### config.mk
export PLATFORM = sky130hd
export DESIGN_NAME = adc_sample_packer
export DESIGN_NICKNAME = d
export VERILOG_FILES = /design/src/rtl/adc_packer_defs.sv /design/src/rtl/adc_tick_gen.sv /design/src/rtl/adc_sample_packer.sv
export SDC_FILE = /design/constraint.sdc
export NUM_CORES = 2
export LEC_CHECK = 0
export BUFFER_PORTS_ARGS = -buffer_cell sky130_fd_sc_hd__buf_4
export CAP_MARGIN = 20
export CORE_AREA = 2 2 433 435
export DETAILED_ROUTE_END_ITERATION = 10
export DIE_AREA = 0 0 435 437
export HOLD_SLACK_MARGIN = 0.03
export PLACE_DENSITY = 0.51
export SYNTH_ARGS = -nofsm -noshare
export SYNTH_HDL_FRONTEND = slang
export SYNTH_SLANG_ARGS = --single-unit
### constraint.sdc
create_clock -name data_clk -period 31.3 [get_ports data_clk]
set_input_delay 3.13 -clock data_clk [delete_from_list [all_inputs] [get_ports data_clk]]
set_output_delay 3.13 -clock data_clk [all_outputs]
set_load 0.01 [all_outputs]
### src/rtl/adc_packer_defs.sv
// Shared definitions for the ADC sample packer: FSM encodings, word geometry
// and a saturating counter helper.
package adc_packer_defs;

  typedef enum logic [1:0] {
    ST_IDLE      = 2'd0,
    ST_WAIT_TICK = 2'd1,
    ST_SEND      = 2'd2
  } state_e;

  localparam int CH_PER_WORD = 4;
  localparam int WORD_W      = 64;

  // Dropped-tick counter sticks at all-ones instead of wrapping
  function automatic logic [15:0] sat_inc16(input logic [15:0] v);
    return (v == 16'hFFFF) ? v : v + 16'd1;
  endfunction

endpackage

### src/rtl/adc_tick_gen.sv
// Sample-rate divider: counts 0..DECIM-1 while enabled and flags the last count.
module adc_tick_gen #(
  parameter int DECIM = 40
) (
  input  logic data_clk,
  input  logic user_rstn,
  input  logic ena,
  output logic tick
);

  localparam logic [15:0] LAST = 16'(DECIM - 1);

  logic [15:0] cnt_q, cnt_d;

  // Next count: wrap at LAST, parked at zero while disabled
  always_comb begin
    cnt_d = 16'd0;
    if (ena) begin
      if (cnt_q == LAST) begin
        cnt_d = 16'd0;
      end else begin
        cnt_d = cnt_q + 16'd1;
      end
    end else begin
      cnt_d = 16'd0;
    end
  end

  // Counter register
  always_ff @(posedge data_clk or negedge user_rstn) begin
    if (!user_rstn) begin
      cnt_q <= 16'd0;
    end else begin
      cnt_q <= cnt_d;
    end
  end

  assign tick = ena && (cnt_q == LAST);

endmodule

### src/rtl/adc_sample_packer.sv
// Snapshots all ADC channels once per tick and streams them as 64-bit AXIS words.
// Optional test pattern source enabled by macro ADC_PACKER_TEST_PATTERN_EN.
module adc_sample_packer
  import adc_packer_defs::*;
#(
  parameter int DECIM      = 40,
  parameter int SAMPLE_W   = 16,
  parameter int NUM_GROUPS = 16
) (
  input  logic                                data_clk,
  input  logic                                user_rstn,
  input  logic                                dma_ena,
  input  logic [NUM_GROUPS*4*SAMPLE_W-1:0]    adc_data,
  input  logic                                test_mode,
  output logic                                new_sample,
  output logic [63:0]                         m_axis_tdata,
  output logic                                m_axis_tvalid,
  input  logic                                m_axis_tready,
  output logic                                m_axis_tlast,
  output logic                                overrun,
  output logic [15:0]                         overrun_cnt
);

  localparam int GRP_W  = CH_PER_WORD * SAMPLE_W;
  localparam int DATA_W = NUM_GROUPS * GRP_W;
  localparam int GW     = (NUM_GROUPS > 1) ? $clog2(NUM_GROUPS) : 1;
  localparam logic [GW-1:0] G_LAST = GW'(NUM_GROUPS - 1);

  logic [1:0]        rst_sync_q, rst_sync_d;
  logic              rst_n_s;
  logic              tick_s;
  state_e            state_q, state_d;
  logic [GW-1:0]     g_q, g_d, g_nxt_s;
  logic [DATA_W-1:0] snap_q, snap_d;
  logic [DATA_W-1:0] cap_data_s;
  logic [WORD_W-1:0] tdata_q, tdata_d;
  logic              tvalid_q, tvalid_d;
  logic              tlast_q, tlast_d;
  logic              overrun_q, overrun_d;
  logic [15:0]       overrun_cnt_q, overrun_cnt_d;
  logic              dma_ena_q, dma_ena_d;
  logic              rise_s, hs_s, capture_s, drop_s;

  // Reset asserts asynchronously but releases on a clock edge
  always_comb begin
    rst_sync_d = {rst_sync_q[0], 1'b1};
  end

  // Reset synchroniser register
  always_ff @(posedge data_clk or negedge user_rstn) begin
    if (!user_rstn) begin
      rst_sync_q <= 2'b00;
    end else begin
      rst_sync_q <= rst_sync_d;
    end
  end

  assign rst_n_s = rst_sync_q[1];

  adc_tick_gen #(.DECIM(DECIM)) u_tick (
    .data_clk  (data_clk),
    .user_rstn (rst_n_s),
    .ena       (dma_ena),
    .tick      (tick_s)
  );

`ifdef ADC_PACKER_TEST_PATTERN_EN
  logic [SAMPLE_W-7:0] sample_idx_q, sample_idx_d;
  logic [DATA_W-1:0]   pattern_s;

  for (genvar c = 0; c < NUM_GROUPS * CH_PER_WORD; c++) begin : g_pat
    assign pattern_s[c*SAMPLE_W +: SAMPLE_W] = {sample_idx_q, 6'(c)};
  end

  assign cap_data_s = test_mode ? pattern_s : adc_data;

  // Pattern sample index: restarts with each acquisition run
  always_comb begin
    sample_idx_d = sample_idx_q;
    if (rise_s) begin
      sample_idx_d = '0;
    end else if (capture_s) begin
      sample_idx_d = sample_idx_q + 1'b1;
    end else begin
      sample_idx_d = sample_idx_q;
    end
  end

  // Pattern sample index register
  always_ff @(posedge data_clk or negedge rst_n_s) begin
    if (!rst_n_s) begin
      sample_idx_q <= '0;
    end else begin
      sample_idx_q <= sample_idx_d;
    end
  end
`else
  logic unused_test_mode_s;
  assign unused_test_mode_s = test_mode;
  assign cap_data_s         = adc_data;
`endif

  assign g_nxt_s = g_q + GW'(1);
  assign rise_s  = dma_ena && !dma_ena_q;
  assign hs_s    = tvalid_q && m_axis_tready;

  // FSM next state, stream register updates and overrun bookkeeping
  always_comb begin
    state_d       = state_q;
    g_d           = g_q;
    snap_d        = snap_q;
    tdata_d       = tdata_q;
    tvalid_d      = tvalid_q;
    tlast_d       = tlast_q;
    overrun_d     = overrun_q;
    overrun_cnt_d = overrun_cnt_q;
    dma_ena_d     = dma_ena;
    capture_s     = 1'b0;
    drop_s        = 1'b0;

    case (state_q)
      ST_IDLE: begin
        if (dma_ena) begin
          state_d = ST_WAIT_TICK;
        end else begin
          state_d = ST_IDLE;
        end
      end
      ST_WAIT_TICK: begin
        if (!dma_ena) begin
          state_d = ST_IDLE;
        end else if (tick_s) begin
          capture_s = 1'b1;
        end else begin
          state_d = ST_WAIT_TICK;
        end
      end
      ST_SEND: begin
        if (hs_s && (g_q == G_LAST)) begin
          if (tick_s) begin
            capture_s = 1'b1;
          end else begin
            state_d  = dma_ena ? ST_WAIT_TICK : ST_IDLE;
            tvalid_d = 1'b0;
            tlast_d  = 1'b0;
          end
        end else if (hs_s) begin
          g_d     = g_nxt_s;
          tdata_d = WORD_W'(snap_q[int'(g_nxt_s)*GRP_W +: GRP_W]);
          tlast_d = (g_nxt_s == G_LAST);
          drop_s  = tick_s;
        end else begin
          drop_s  = tick_s;
        end
      end
      default: begin
        state_d  = ST_IDLE;
        tvalid_d = 1'b0;
        tlast_d  = 1'b0;
      end
    endcase

    // A capture always restarts the word sequence from group 0
    if (capture_s) begin
      state_d  = ST_SEND;
      snap_d   = cap_data_s;
      g_d      = '0;
      tdata_d  = WORD_W'(cap_data_s[GRP_W-1:0]);
      tvalid_d = 1'b1;
      tlast_d  = (NUM_GROUPS == 1) ? 1'b1 : 1'b0;
    end else begin
      snap_d = snap_d;
    end

    if (rise_s) begin
      overrun_d     = 1'b0;
      overrun_cnt_d = 16'd0;
    end else if (drop_s) begin
      overrun_d     = 1'b1;
      overrun_cnt_d = sat_inc16(overrun_cnt_q);
    end else begin
      overrun_d     = overrun_q;
      overrun_cnt_d = overrun_cnt_q;
    end
  end

  // Datapath and control registers
  always_ff @(posedge data_clk or negedge rst_n_s) begin
    if (!rst_n_s) begin
      state_q       <= ST_IDLE;
      g_q           <= '0;
      snap_q        <= '0;
      tdata_q       <= '0;
      tvalid_q      <= 1'b0;
      tlast_q       <= 1'b0;
      overrun_q     <= 1'b0;
      overrun_cnt_q <= 16'd0;
      dma_ena_q     <= 1'b0;
    end else begin
      state_q       <= state_d;
      g_q           <= g_d;
      snap_q        <= snap_d;
      tdata_q       <= tdata_d;
      tvalid_q      <= tvalid_d;
      tlast_q       <= tlast_d;
      overrun_q     <= overrun_d;
      overrun_cnt_q <= overrun_cnt_d;
      dma_ena_q     <= dma_ena_d;
    end
  end

  assign new_sample    = capture_s;
  assign m_axis_tdata  = tdata_q;
  assign m_axis_tvalid = tvalid_q;
  assign m_axis_tlast  = tlast_q;
  assign overrun       = overrun_q;
  assign overrun_cnt   = overrun_cnt_q;

endmodule

==> flow_summary_export.csv <==
group,metric,value,unit
timing,period_share,27.7,%
clock_tree,clock-sinks,1132,
worst_hold_path,hold_path_depth,0,
critical_path,r2r-end,"snap_q[989]",
logic_synthesis,yosys.area.top_type,"dfrtp_1",
worst_hold_path,hold_end,"rst_sync_q[1]",
cells_and_area,syn2layout_area_growth,29.2,%
grt,grt_pass1_wl,308000,um
routing,post_drt_wl_per_cell,23.8,um
timing,setup_violations,0,
power_and_ir_drop,total_power,3.19,mW
clock_tree,cts_setup_buffers,0,
status,status,"completed",
critical_path,ff2ff_path_depth,12,
logic_synthesis,synth_area_leaders,"dfrtp_1, nand2_1, mux4_2",
critical_path,crit_fanout,93,
power_and_ir_drop,pwr-share-comb,4.5,%
critical_path,worst-r2r-setup-slack,23.63,ns
grt,antenna_found_initial,75,
routing,drc_errors,0,
logic_synthesis,syn_nets,6468,
cells_and_area,final_area,0.0660,mm^2
routing,drt-vias-per-instance,4.74,
critical_path,rr_startpoint,"g_q[0]",
placed_design,placed_cell_area,0.0615,mm^2
grt,grt_max_degree,193,
clock_tree,cts_buffer_depth,3,
timing,setup_slack,22.62,ns
worst_hold_path,hp-start,"rst_sync_q[0]",
timing,setup_tns,0,ns
grt,first_global_vias,42971,
cells_and_area,fillerInstances,19276,
cells_and_area,layout-drive-gt1-share,25.6,%
power_and_ir_drop,power_per_cell_area,48.3,mW/mm^2
critical_path,start_kind,"input port",
logic_synthesis,ys.flop_type,"dfrtp_1",
flow_run,cap_violations,0,
power_and_ir_drop,p_sw_share,23.0,%
routing,wl,215000,um
floorplan,rows,158,
cells_and_area,fin_nets,7443,
placed_design,gp_congestion,0.880,
floorplan,die_w,435,um
logic_synthesis,synth_top_area_share,55.4,%
floorplan,core_region_area,0.185,mm^2
power_and_ir_drop,power_switching,731,uW
power_and_ir_drop,p_int,2.45,mW
logic_synthesis,postSynthAreaPerCell,9.41,um^2
clock_tree,cts_resized,0,
cells_and_area,fin_cells,9027,
power_and_ir_drop,peakVddDrop,0.0000342,V
logic_synthesis,yosys_warnings,0,
power_and_ir_drop,p_leak,35.1,nW
floorplan,start_util,27.6,%
critical_path,crit_type,"input port to flop",
floorplan,num_io_pins,1113,
critical_path,crit_arrival,9.39,ns
clock_tree,cts_root_buf,"clkbuf_16",
critical_path,critical_path_required,32.01,ns
logic_synthesis,synth_edf_count,0,
clock_tree,clk_latency,0.81,ns
logic_synthesis,synth_cell_types,48,
logic_synthesis,syn_area,0.0511,mm^2
logic_synthesis,synth-seq-cells,1132,
critical_path,cp-end-kind,"flop",
timing,finalMaxSlewViolations,0,
routing,initialDrtViolationCount,3465,
floorplan,fp.dieH,437,um
routing,detail-route-antenna-nets,0,
power_and_ir_drop,seqPwrFrac,46.0,%
power_and_ir_drop,p_clk_share,49.4,%
timing,finalHoldViolCount,0,
floorplan,die_area,0.190,mm^2
grt,grt_use_total,22.2,%
timing,relSlewSlack,20.2,%
logic_synthesis,synth-seq-area-share,55.4,%
routing,drt_first_pass_iters,5,
logic_synthesis,async_reset_ff_share,100,%
placed_design,dp_slack,21.76,ns
clock_tree,htreeDepth,4,
clock_tree,numCtsBuffers,134,
clock_tree,cts_tree,"done",
timing,fmax,115,MHz
placed_design,placed_cells,8747,
logic_synthesis,syn_inst,5431,
clock_tree,cts_hold_buf,0,
clock_tree,path_clk_slew,0.05,ns
placed_design,dp.final_hpwl,159000,um
grt,gr-total-overflow,0,
timing,rsz0062_at_grt,"false",
placed_design,port-buffer-count,1111,
timing,min_period,8.68,ns
timing,worst_pin_slew,1.16,ns
cells_and_area,fin_util,35.7,%
worst_hold_path,holdCritPathClass,"flop to flop",
timing,clock_skew,0.0364,ns
timing,holdWs,0.358,ns
routing,vias,42745,
==> flip-flops by register name, indices dropped and copies added (netlist names) <==
name           flops
m_axis_tdata      64
overrun            1
state_q            2
u_tick.cnt_q      16
m_axis_tvalid      1
g_q                4
rst_sync_q         2
snap_q          1024
m_axis_tlast       1
dma_ena_q          1
overrun_cnt       16
==> critical path: stages <==
cell	delay (ns)
buf_4	0.09
nand2_1	0.09
o21ai_2	0.41
nand4_4	0.73
inv_8	0.78
buf_4	0.52
buf_4	0.85
buf_4	0.71
buf_4	0.78
buf_4	0.75
nand2_1	0.21
nand2_1	0.10
==> how the worst max path moves through the flow <==
stage	slack (ns)	from	to
after floorplan	12.95	rst_sync_q[1]	dma_ena_q
after global placement	21.78	m_axis_tready	snap_q[989]
after detailed placement	21.76	m_axis_tready	snap_q[989]
after CTS	22.60	m_axis_tready	snap_q[989]
after global routing	22.12	m_axis_tready	snap_q[989]
final	22.62	m_axis_tready	snap_q[989]
==> power by group through the flow <==
stage                     registers (mW)  clock network [mW]  logic (mW)
final                               1.47                1.58       0.145
after global routing                1.47                1.67       0.156
after CTS                           1.47                1.61       0.146
after detailed placement            1.49                   0       0.146
after global placement              1.49                   0       0.146
after floorplan                     1.51                   0     0.00382
==> cells by family (layout without fill, tap and decap cells) <==
family                   count (synthesis)  in the layout  synth area share (%)
AND/OR/NAND/NOR                       3486           3486                  26.3
flip-flops                            1132           1132                  55.4
buffers and inverters                  354           1425                  3.51
multiplexers                           323            323                  12.6
AO/OA/AOI/OAI                          111            111                  1.63
XOR/XNOR                                16             16                 0.274
adder cells (fa/ha/maj)                  8              8                 0.196
other                                    1             46               0.00734
==> cell usage after synthesis, drive strengths merged (2+ instances only) <==
master,number
nand2,3230
and4,2
a41o,4
or4,7
nor2,29
o31ai,4
nand3,181
buf,236
o22ai,33
a221o,32
or3,5
a21oi,13
a41oi,2
nand4,10
nor4,5
mux2i,66
a31oi,3
inv,11
ha,8
clkbuf,107
and3,6
o211ai,2
o41ai,3
xnor2,8
dfrtp,1132
nand2b,2
nor3,6
xor2,8
mux4,256
o21ai,12
==> layout make-up <==
cell class	instances	area [um^2]	area share, %
inverters	11	48.8	0.0739
diodes	45	113	0.171
clock inverters	40	467	0.707
clock buffers	192	3900	5.91
multi-input cells	3945	21100	31.9
repair buffers	1182	8990	13.6
well taps	2480	3100	4.70
flip-flops and latches	1132	28300	42.9
==> metal layers <==
| layer | routed length (um) | GRT usage, % | up-vias |
|---|---|---|---|
| met1 | 91000 | 28.9 | 21485 |
| met4 | 6820 | 8.26 | 22 |
| met5 | 175 | 0 | - |
| met3 | 13500 | 5.15 | 312 |
| li1 | - | - | 19508 |
| met2 | 104000 | 36.0 | 1418 |
==> placed cells by master, fill, tap and decap left out, drive strengths merged, types with 6 or more instances in the layout <==
cell type	count
dfrtp	1132
clkinv	25
clkbuf	192
nor2	29
diode	45
o21ai	12
or4	7
nor3	6
o22ai	33
mux2i	66
nand4	10
xnor2	8
a21oi	13
inv	19
nand3	181
ha	8
buf	1182
nand2	3230
mux4	256
a221o	32
and3	6
xor2	8
Note: power is estimated with default switching activity, not from simulation.
